==> src/rtl/urv_dm_wb_master_pkg.sv <==
// Shared types and constants for the uRV data-memory Wishbone master.
//   state_e    : FSM states (idle, strobe phase, waiting for response)
//   tmo_t      : watchdog timer type
//   word_align : forces a byte address onto a 32-bit word boundary
package urv_dm_wb_master_pkg;

    localparam int unsigned TmoW = 16;

    typedef enum logic [1:0] {
        StIdle = 2'd0,
        StReq  = 2'd1,
        StWait = 2'd2
    } state_e;

    typedef logic [TmoW-1:0] tmo_t;

    function automatic logic [31:0] word_align(input logic [31:0] addr);
        return {addr[31:2], 2'b00};
    endfunction

endpackage

==> src/rtl/urv_dm_wb_master_if.sv <==
// Pipelined Wishbone B4 single-master bus bundle.
//   cyc, stb, we, adr, sel, dat_w : master -> slave
//   dat_r, ack, err, stall        : slave -> master
interface urv_dm_wb_master_if;

    logic        cyc;
    logic        stb;
    logic        we;
    logic [31:0] adr;
    logic [3:0]  sel;
    logic [31:0] dat_w;
    logic [31:0] dat_r;
    logic        ack;
    logic        err;
    logic        stall;

    modport master (
        output cyc, stb, we, adr, sel, dat_w,
        input  dat_r, ack, err, stall
    );

    modport slave (
        input  cyc, stb, we, adr, sel, dat_w,
        output dat_r, ack, err, stall
    );

endinterface

==> src/rtl/urv_dm_wb_master.sv <==
// Data-memory bus master for the uRV core: turns one-cycle load/store strobes into
// single-beat pipelined Wishbone cycles and reports completion to writeback.
// A watchdog ends any cycle that gets no ACK/ERR within g_timeout_cycles.
//   clk_i, rst_n_i   : clock, synchronous active-low reset
//   dm_*_i           : request from the core (address, store data, byte enables, strobes)
//   dm_ready_o       : idle, a strobe will be accepted
//   dm_data_l_o      : load data, updated on load completion and held
//   dm_*_done_o      : one-cycle completion pulses
//   dm_bus_err_o     : pulses with done when the cycle ended by ERR or timeout
//   wb               : Wishbone master port
module urv_dm_wb_master
    import urv_dm_wb_master_pkg::*;
#(
    parameter int unsigned g_timeout_cycles = 256,
    parameter logic [31:0] g_err_data       = 32'hDEADBEEF
) (
    input  logic        clk_i,
    input  logic        rst_n_i,
    input  logic [31:0] dm_addr_i,
    input  logic [31:0] dm_data_s_i,
    input  logic [3:0]  dm_data_select_i,
    input  logic        dm_load_i,
    input  logic        dm_store_i,
    output logic        dm_ready_o,
    output logic [31:0] dm_data_l_o,
    output logic        dm_load_done_o,
    output logic        dm_store_done_o,
    output logic        dm_bus_err_o,
    urv_dm_wb_master_if.master wb
);

    localparam tmo_t TmoLast = tmo_t'(g_timeout_cycles - 1);

    state_e      state_q;
    tmo_t        timer_q;
    logic        cyc_q;
    logic        stb_q;
    logic        we_q;
    logic [31:0] adr_q;
    logic [3:0]  sel_q;
    logic [31:0] dat_q;
    logic        ready_q;
    logic [31:0] data_l_q;
    logic        load_done_q;
    logic        store_done_q;
    logic        bus_err_q;

    logic        finish;
    logic        fin_err;

    // ACK wins over the watchdog in the same cycle; ERR wins over ACK.
    assign finish  = wb.ack || wb.err || (timer_q == TmoLast);
    assign fin_err = wb.err || !wb.ack;

    always_ff @(posedge clk_i) begin
        if (!rst_n_i) begin
            state_q      <= StIdle;
            timer_q      <= '0;
            cyc_q        <= 1'b0;
            stb_q        <= 1'b0;
            we_q         <= 1'b0;
            adr_q        <= '0;
            sel_q        <= '0;
            dat_q        <= '0;
            ready_q      <= 1'b1;
            data_l_q     <= '0;
            load_done_q  <= 1'b0;
            store_done_q <= 1'b0;
            bus_err_q    <= 1'b0;
        end else begin
            load_done_q  <= 1'b0;
            store_done_q <= 1'b0;
            bus_err_q    <= 1'b0;
            unique case (state_q)
                StIdle: begin
                    timer_q <= '0;
                    // Store wins when both strobes arrive together.
                    if (dm_load_i || dm_store_i) begin
                        we_q    <= dm_store_i;
                        adr_q   <= word_align(dm_addr_i);
                        sel_q   <= dm_data_select_i;
                        dat_q   <= dm_data_s_i;
                        cyc_q   <= 1'b1;
                        stb_q   <= 1'b1;
                        ready_q <= 1'b0;
                        state_q <= StReq;
                    end
                end
                StReq, StWait: begin
                    timer_q <= timer_q + tmo_t'(1);
                    if (finish) begin
                        cyc_q     <= 1'b0;
                        stb_q     <= 1'b0;
                        ready_q   <= 1'b1;
                        bus_err_q <= fin_err;
                        state_q   <= StIdle;
                        if (we_q) begin
                            store_done_q <= 1'b1;
                        end else begin
                            load_done_q <= 1'b1;
                            data_l_q    <= fin_err ? g_err_data : wb.dat_r;
                        end
                    end else if (state_q == StReq && !wb.stall) begin
                        stb_q   <= 1'b0;
                        state_q <= StWait;
                    end
                end
                default: state_q <= StIdle;
            endcase
        end
    end

    assign wb.cyc          = cyc_q;
    assign wb.stb          = stb_q;
    assign wb.we           = we_q;
    assign wb.adr          = adr_q;
    assign wb.sel          = sel_q;
    assign wb.dat_w        = dat_q;
    assign dm_ready_o      = ready_q;
    assign dm_data_l_o     = data_l_q;
    assign dm_load_done_o  = load_done_q;
    assign dm_store_done_o = store_done_q;
    assign dm_bus_err_o    = bus_err_q;

endmodule

==> src/flat_wrapper.sv <==
// flat-port wrapper written by rule: the top's interface ports become plain ports
module urv_dm_wb_master_flat import urv_dm_wb_master_pkg::*;
#(
    parameter int unsigned g_timeout_cycles = 256,
    parameter logic [31:0] g_err_data       = 32'hDEADBEEF
)
  (clk_i, rst_n_i, dm_addr_i, dm_data_s_i, dm_data_select_i, dm_load_i, dm_store_i, dm_ready_o, dm_data_l_o, dm_load_done_o, dm_store_done_o, dm_bus_err_o, wb_cyc, wb_stb, wb_we, wb_adr, wb_sel, wb_dat_w, wb_dat_r, wb_ack, wb_err, wb_stall);
  urv_dm_wb_master_if wb_i ();
  input  logic clk_i;
  input  logic rst_n_i;
  input  logic [31:0] dm_addr_i;
  input  logic [31:0] dm_data_s_i;
  input  logic [3:0] dm_data_select_i;
  input  logic dm_load_i;
  input  logic dm_store_i;
  output logic dm_ready_o;
  output logic [31:0] dm_data_l_o;
  output logic dm_load_done_o;
  output logic dm_store_done_o;
  output logic dm_bus_err_o;
  output wire logic [$bits(wb_i.cyc)-1:0] wb_cyc;
  output wire logic [$bits(wb_i.stb)-1:0] wb_stb;
  output wire logic [$bits(wb_i.we)-1:0] wb_we;
  output wire logic [$bits(wb_i.adr)-1:0] wb_adr;
  output wire logic [$bits(wb_i.sel)-1:0] wb_sel;
  output wire logic [$bits(wb_i.dat_w)-1:0] wb_dat_w;
  input wire logic [$bits(wb_i.dat_r)-1:0] wb_dat_r;
  input wire logic [$bits(wb_i.ack)-1:0] wb_ack;
  input wire logic [$bits(wb_i.err)-1:0] wb_err;
  input wire logic [$bits(wb_i.stall)-1:0] wb_stall;
  assign wb_cyc = wb_i.cyc;
  assign wb_stb = wb_i.stb;
  assign wb_we = wb_i.we;
  assign wb_adr = wb_i.adr;
  assign wb_sel = wb_i.sel;
  assign wb_dat_w = wb_i.dat_w;
  assign wb_i.dat_r = wb_dat_r;
  assign wb_i.ack = wb_ack;
  assign wb_i.err = wb_err;
  assign wb_i.stall = wb_stall;
  urv_dm_wb_master #(.g_timeout_cycles(g_timeout_cycles), .g_err_data(g_err_data)) u_core (.clk_i(clk_i), .rst_n_i(rst_n_i), .dm_addr_i(dm_addr_i), .dm_data_s_i(dm_data_s_i), .dm_data_select_i(dm_data_select_i), .dm_load_i(dm_load_i), .dm_store_i(dm_store_i), .dm_ready_o(dm_ready_o), .dm_data_l_o(dm_data_l_o), .dm_load_done_o(dm_load_done_o), .dm_store_done_o(dm_store_done_o), .dm_bus_err_o(dm_bus_err_o), .wb(wb_i));
endmodule
==> config.mk <==
export PLATFORM = sky130hd
export DESIGN_NAME = urv_dm_wb_master_flat
export DESIGN_NICKNAME = d
export VERILOG_FILES = /design/src/rtl/urv_dm_wb_master_pkg.sv /design/src/rtl/urv_dm_wb_master_if.sv /design/src/rtl/urv_dm_wb_master.sv /design/src/flat_wrapper.sv
export SDC_FILE = /design/constraint.sdc
export NUM_CORES = 1
export LEC_CHECK = 0
export ABC_AREA = 1
export BUFFER_PORTS_ARGS = -buffer_cell sky130_fd_sc_hd__buf_2
export CAP_MARGIN = 25
export CORE_MARGIN = 8
export CORE_UTILIZATION = 45
export DETAILED_ROUTE_END_ITERATION = 10
export PLACE_DENSITY = 0.77
export SLEW_MARGIN = 5
export SYNTH_ARGS = -nofsm -noshare
export SYNTH_HDL_FRONTEND = slang
export SYNTH_SLANG_ARGS = --single-unit
==> constraint.sdc <==
create_clock -name clk_i -period 1.69 [get_ports clk_i]
set_input_delay 0.2535 -clock clk_i [delete_from_list [all_inputs] [get_ports clk_i]]
set_output_delay 0.2535 -clock clk_i [all_outputs]
set_load 0.01 [all_outputs]
Yosys cells after proc, flatten, opt, wreduce, memory -nomap -nowiden:

Cells that the tools add are included.

* bits in registers: 123
* input bits: 107
* output and inout bits: 107
* logic and storage cells: 54

* add/subtract/negate cells: 1
* eq/ne operators: 6
* muxes and demuxes: 17
* bitwise logic cells: 1
* reductions and logical operators: 16

Operators with widths (count)
* $mux 32: 1
* $pmux 16 s2: 1
* $add 16x1->16 const B: 1
* $eq 16x8->1 const B: 1
* $reduce_and 3->1: 4
* $mux 1: 8
* $mux 2: 3
* $pmux 1 s2: 3
* $logic_or 1x1->1: 4
* $ne 2x1->1 const B: 2
* $pmux 2 s2: 1
* $reduce_and 2->1: 2
* $ne 3x1->1 const B: 1
* $eq 2x1->1 const B: 1
* $eq 2x2->1 const B: 1
* $logic_not 1->1: 2
* $logic_not 2->1: 1
* $reduce_bool 2->1: 1
* $reduce_or 2->1: 1
* $logic_and 1x1->1: 1
* $not 1->1: 1

Depth between registers and ports, before layout:

* word-level depth: 5
* depth in mapped cells: 10
* gate-level depth less buffers: 9

Worst setup path before layout:

OpenSTA, ideal clock, no wires.

* kind: reg-to-reg
* from: register u_core.state_q[0]
* to: register u_core.timer_q[6]
* library setup time: 0.056 ns
* arrival: 1.512 ns
* required time: 1.634 ns
* path slack: 0.122 ns
* cell stages (with the launch flop): 9
* path buffers: 0
* path through: dfxtp_1 inv_1 ha_1 inv_1 a21oi_4 inv_1 a21oi_1 o22ai_1 inv_1

* cells in the longest elaborated chain, start to end: 3
* elaborated cells on any way between the ends: 6
* classes of those cells: eq/ne: 2; mux: 1; reduce/logical: 3

RTL lines
* start, declared: RTL line urv_dm_wb_master.sv:34 `state_e state_q;`
* start signal, assigned: RTL line urv_dm_wb_master.sv:57 `state_q <= StIdle;`
* start signal, assigned: RTL line urv_dm_wb_master.sv:86 `state_q <= StReq;`
* start signal, assigned: RTL line urv_dm_wb_master.sv:96 `state_q <= StIdle;`
* $eq 2x2->1 or $eq 2x1->1 (tied branches): RTL line urv_dm_wb_master.sv:74 `unique case (state_q)`
* $reduce_or 2->1: RTL line urv_dm_wb_master.sv:74
* $pmux 16 s2 or $reduce_bool 2->1 (tied branches)
* end signal, assigned: RTL line urv_dm_wb_master.sv:90 `timer_q <= timer_q + tmo_t'(1);`
* end, declared: RTL line urv_dm_wb_master.sv:35 `tmo_t timer_q;`

Parallel ways exist; a longest one is shown, timed or not.
A chain may end at the register's enable or synchronous reset.

Worst setup path after layout:

* from: register u_core.state_q[1]
* to: register u_core.data_l_q[30] (netlist: u_core.dm_data_l_o[30])

* cells in the longest elaborated chain, start to end: 3
* elaborated cells on any way between the ends: 4
* classes of those cells: eq/ne: 2; reduce/logical: 2

RTL lines
* $eq 2x2->1 or $eq 2x1->1 (tied branches): RTL line urv_dm_wb_master.sv:74
* $reduce_or 2->1 *: RTL line urv_dm_wb_master.sv:74
* $reduce_and 3->1 (no line) *
* end signal, assigned: RTL line urv_dm_wb_master.sv:101 `data_l_q <= fin_err ? g_err_data : wb.dat_r;`
* end, declared: RTL line urv_dm_wb_master.sv:43 `logic [31:0] data_l_q;`

Mark *: on every way between the ends. The rest lies on a longest branch, timed or not.

==> metrics <==
Crit Path Category register to register; share of cells above drive strength 1 32.4%; drt drc 0; post-DP HPWL 9910 microns; crit path time final 1.60 ns; Initial DRT Pass Iterations 7; post-synth cell types 36; Worst Setup SP u_core.state_q[1]$_SDFFE_PN0P_; Worst setup EP type register; DR WL met3 1950 microns; Clock Skew 0.00761 ns; Power Density 1190 mW/mm^2; core area 0.0107 sq mm; overall power 8.81 mW; Root Buffer clkbuf_8; final setup fails 0; FILL cells 844; CP arrival 2.04 ns; Hold Violations, Final 0; CTS clock-pin slew for the worst setup and hold paths 0.06 ns; Pleak 3.51 nW; Final nets 999; Post-Layout Cell Count 1042; Row Count 38; top cell type's share of synthesized area 50.6%; Metal-1 WL 6440 microns; Die ar. 0.0144 sq mm; Max clock buf depth 2; run status finished clean; final count of pins violating max slew 0; setup slack, reg-to-reg 0.09 ns; Worst EP required 2.12 ns; DR WL met2 8200 microns; fmax 623 MHz; Post-Syn Area 0.00486 sq mm; routed len/inst 16.3 microns; DR top layer met4; number of global-route vias before repair 5144; r2r endpoint u_core.dm_data_l_o[30]$_SDFFE_PN0P_; Post-synth EDFFs 0; reg2reg path depth 8; Yosys warnings 0; sequential fraction of the synthesis area 50.6%; pre-CTS setup slack -0.0135 ns; Die Y 120 microns; drt first-iter violations 403; largest area contributor in the netlist dfxtp_1; startpoint types register; asr flop ratio synth 0%; Yosys reg bits 123; Peak VDD IR 0.000910 V; placed instance count 941; worst setup margin 0.0851 ns; RR Startpoint u_core.state_q[1]$_SDFFE_PN0P_; worst-path maximum fanout 33; CTS tree yes; I/O Pins 214; Post-DRT Antenna Nets 0; hold path endpoint u_core.wb.adr[25]$_SDFFE_PN0P_; number of clock sinks 123; Util after Layout 69.2%; GPL Wtd Cong 0.819; Initial Utilization 45.5%; Storage cell area 0.00246 sq mm; Synth Instances 612; setup TNS 0 ns; via count 5298; grt ovf 0; max-capacitance violation count 0; Layout area overhead 52.2%; Final Cycle Share 95.0%; die width 120 microns; Max H-tree Level 4; final WL 17000 microns; ranking of synthesized cells by area dfxtp_1 (51%), nor2_1 (13%), o21ai_0 (7.2%); PortBufs 209; Worst Hold Class input pin to register; Most used DFF post-synth dfxtp_1; first-pass GRT wire length 26100 microns; average size of a mapped cell 7.94 sq um; Worst-Skew Late Latency 0.51 ns; drt via density 5.08; Num CTS Buffers 17; initial antenna violation count 2; area of the multi-input gates 0.00209 sq mm; Hold Path Depth 3; largest net degree at the start of global routing 72; worst hold path startpoint dm_addr_i[25]; total global-route track usage 22.6%
## report_power, final
| part | total [mW] | internal [mW] | leakage [nW] | switching, mW |
|---|---|---|---|---|
| clock | 3.98 | 2.64 | 0.315 | 1.35 |
| sequential | 3.31 | 3.17 | 1.01 | 0.140 |
| combinational | 1.51 | 0.648 | 2.18 | 0.866 |
## synth_stat cells, drive strengths merged (5+ instances only)
master,n
nand4,12
nand2,65
inv,30
nor3,6
ha,5
clkbuf,18
o211ai,24
nor2,167
nand3,11
buf,21
o21ai,74
dfxtp,123
a21oi,49
## placed cells by master (no fill, tap or decap), types with 2 or more instances in the layout
master and n:
a21oi_1 47, buf_12 5, buf_2 209, buf_4 17, bufinv_16 5, clkbuf_16 17
clkbuf_8 3, clkinv_4 3, clkinvlp_4 2, conb_1 2, dfxtp_1 121, dfxtp_2 2
diode_2 2, dlygate4sd3_1 59, ha_1 5, inv_1 25, inv_2 5, inv_6 2
nand2_1 59, nand2_2 2, nand2_4 4, nand2_8 2, nand3_1 10, nand4_1 12
nor2_1 163, nor2_4 3, nor3_1 4, nor3_2 2, o211ai_1 21, o211ai_2 3
o21ai_0 70, o21ai_1 4
## worst max-delay path, stage by stage (launching register included)
cell	delay (ns)
dfxtp_1	0.37
inv_1	0.08
ha_1	0.30
inv_2	0.13
nor2_4	0.06
buf_4	0.15
nand2_8	0.18
nand2_1	0.10
a21oi_1	0.17
## flip-flops by register name, indices dropped and copies added (netlist names), 2 cells and up
register	flops
u_core.timer_q	16
u_core.state_q	2
u_core.wb.sel	4
u_core.wb.adr	30
u_core.wb.dat_w	32
u_core.dm_data_l_o	32
## repair_timing
| item | CTS | global route |
|---|---|---|
| endpoints found under the hold margin | 59 | 0 |
| hold buffers | 59 | 0 |
| pin swaps | 0 | 6 |
| setup endpoints to repair | 32 | 34 |
| resized for setup | 1 | 9 |
| cloned | 0 | 3 |
| setup buffers | 0 | 5 |
## layout make-up
| type | count | area share, % |
|---|---|---|
| sequential | 123 | 33.3 |
| multi-input combinational | 423 | 28.2 |
| timing repair buffer | 292 | 25.7 |
| clock buffer | 19 | 5.97 |
| clock inverter | 13 | 2.89 |
| tap | 140 | 2.37 |
| inverter | 30 | 1.52 |
| antenna | 2 | 0.0676 |
## kinds of logic after synthesis
kind of cell,share of synthesized area (%)
AOI/OAI and AO/OA,17.2
xor gates and xnor gates,0.360
adders and majority gates,1.29
buffers and inverters,7.67
DFF,50.6
other,0.0771
and+or+nand+nor,22.8
## layer usage
layer | global-route usage, % | vias up
met4 | 9.60 | 0
li1 | - | 2563
met3 | 11.4 | 41
met1 | 24.0 | 2427
met5 | 0 | -
met2 | 37.2 | 267
## stage by stage
step / instance area [sq um] / hold slack, ns
after global placement: 6020 / 0.436
after floorplan: 4870 / 0.401
after global routing: 7400 / 0.0141
final: 7400 / 0.00933
after CTS: 7280 / 0.000819
after detailed placement: 6020 / 0.440
## how the worst max path moves through the flow
| stage | endpoint | slack (ns) | cells after the start |
|---|---|---|---|
| after floorplan | u_core.timer_q[6]$_SDFFE_PN0P_ | 0.12 | 8 |
| after global placement | u_core.dm_data_l_o[13]$_SDFFE_PN0P_ | 0.03 | 8 |
| final | u_core.dm_data_l_o[30]$_SDFFE_PN0P_ | 0.09 | 8 |
| after global routing | u_core.dm_data_l_o[19]$_SDFFE_PN0P_ | -0.001 | 8 |
| after detailed placement | u_core.dm_data_l_o[1]$_SDFFE_PN0P_ | -0.01 | 8 |
| after CTS | u_core.dm_data_l_o[30]$_SDFFE_PN0P_ | 0.03 | 8 |
Note: power is estimated with default switching activity, not from simulation.
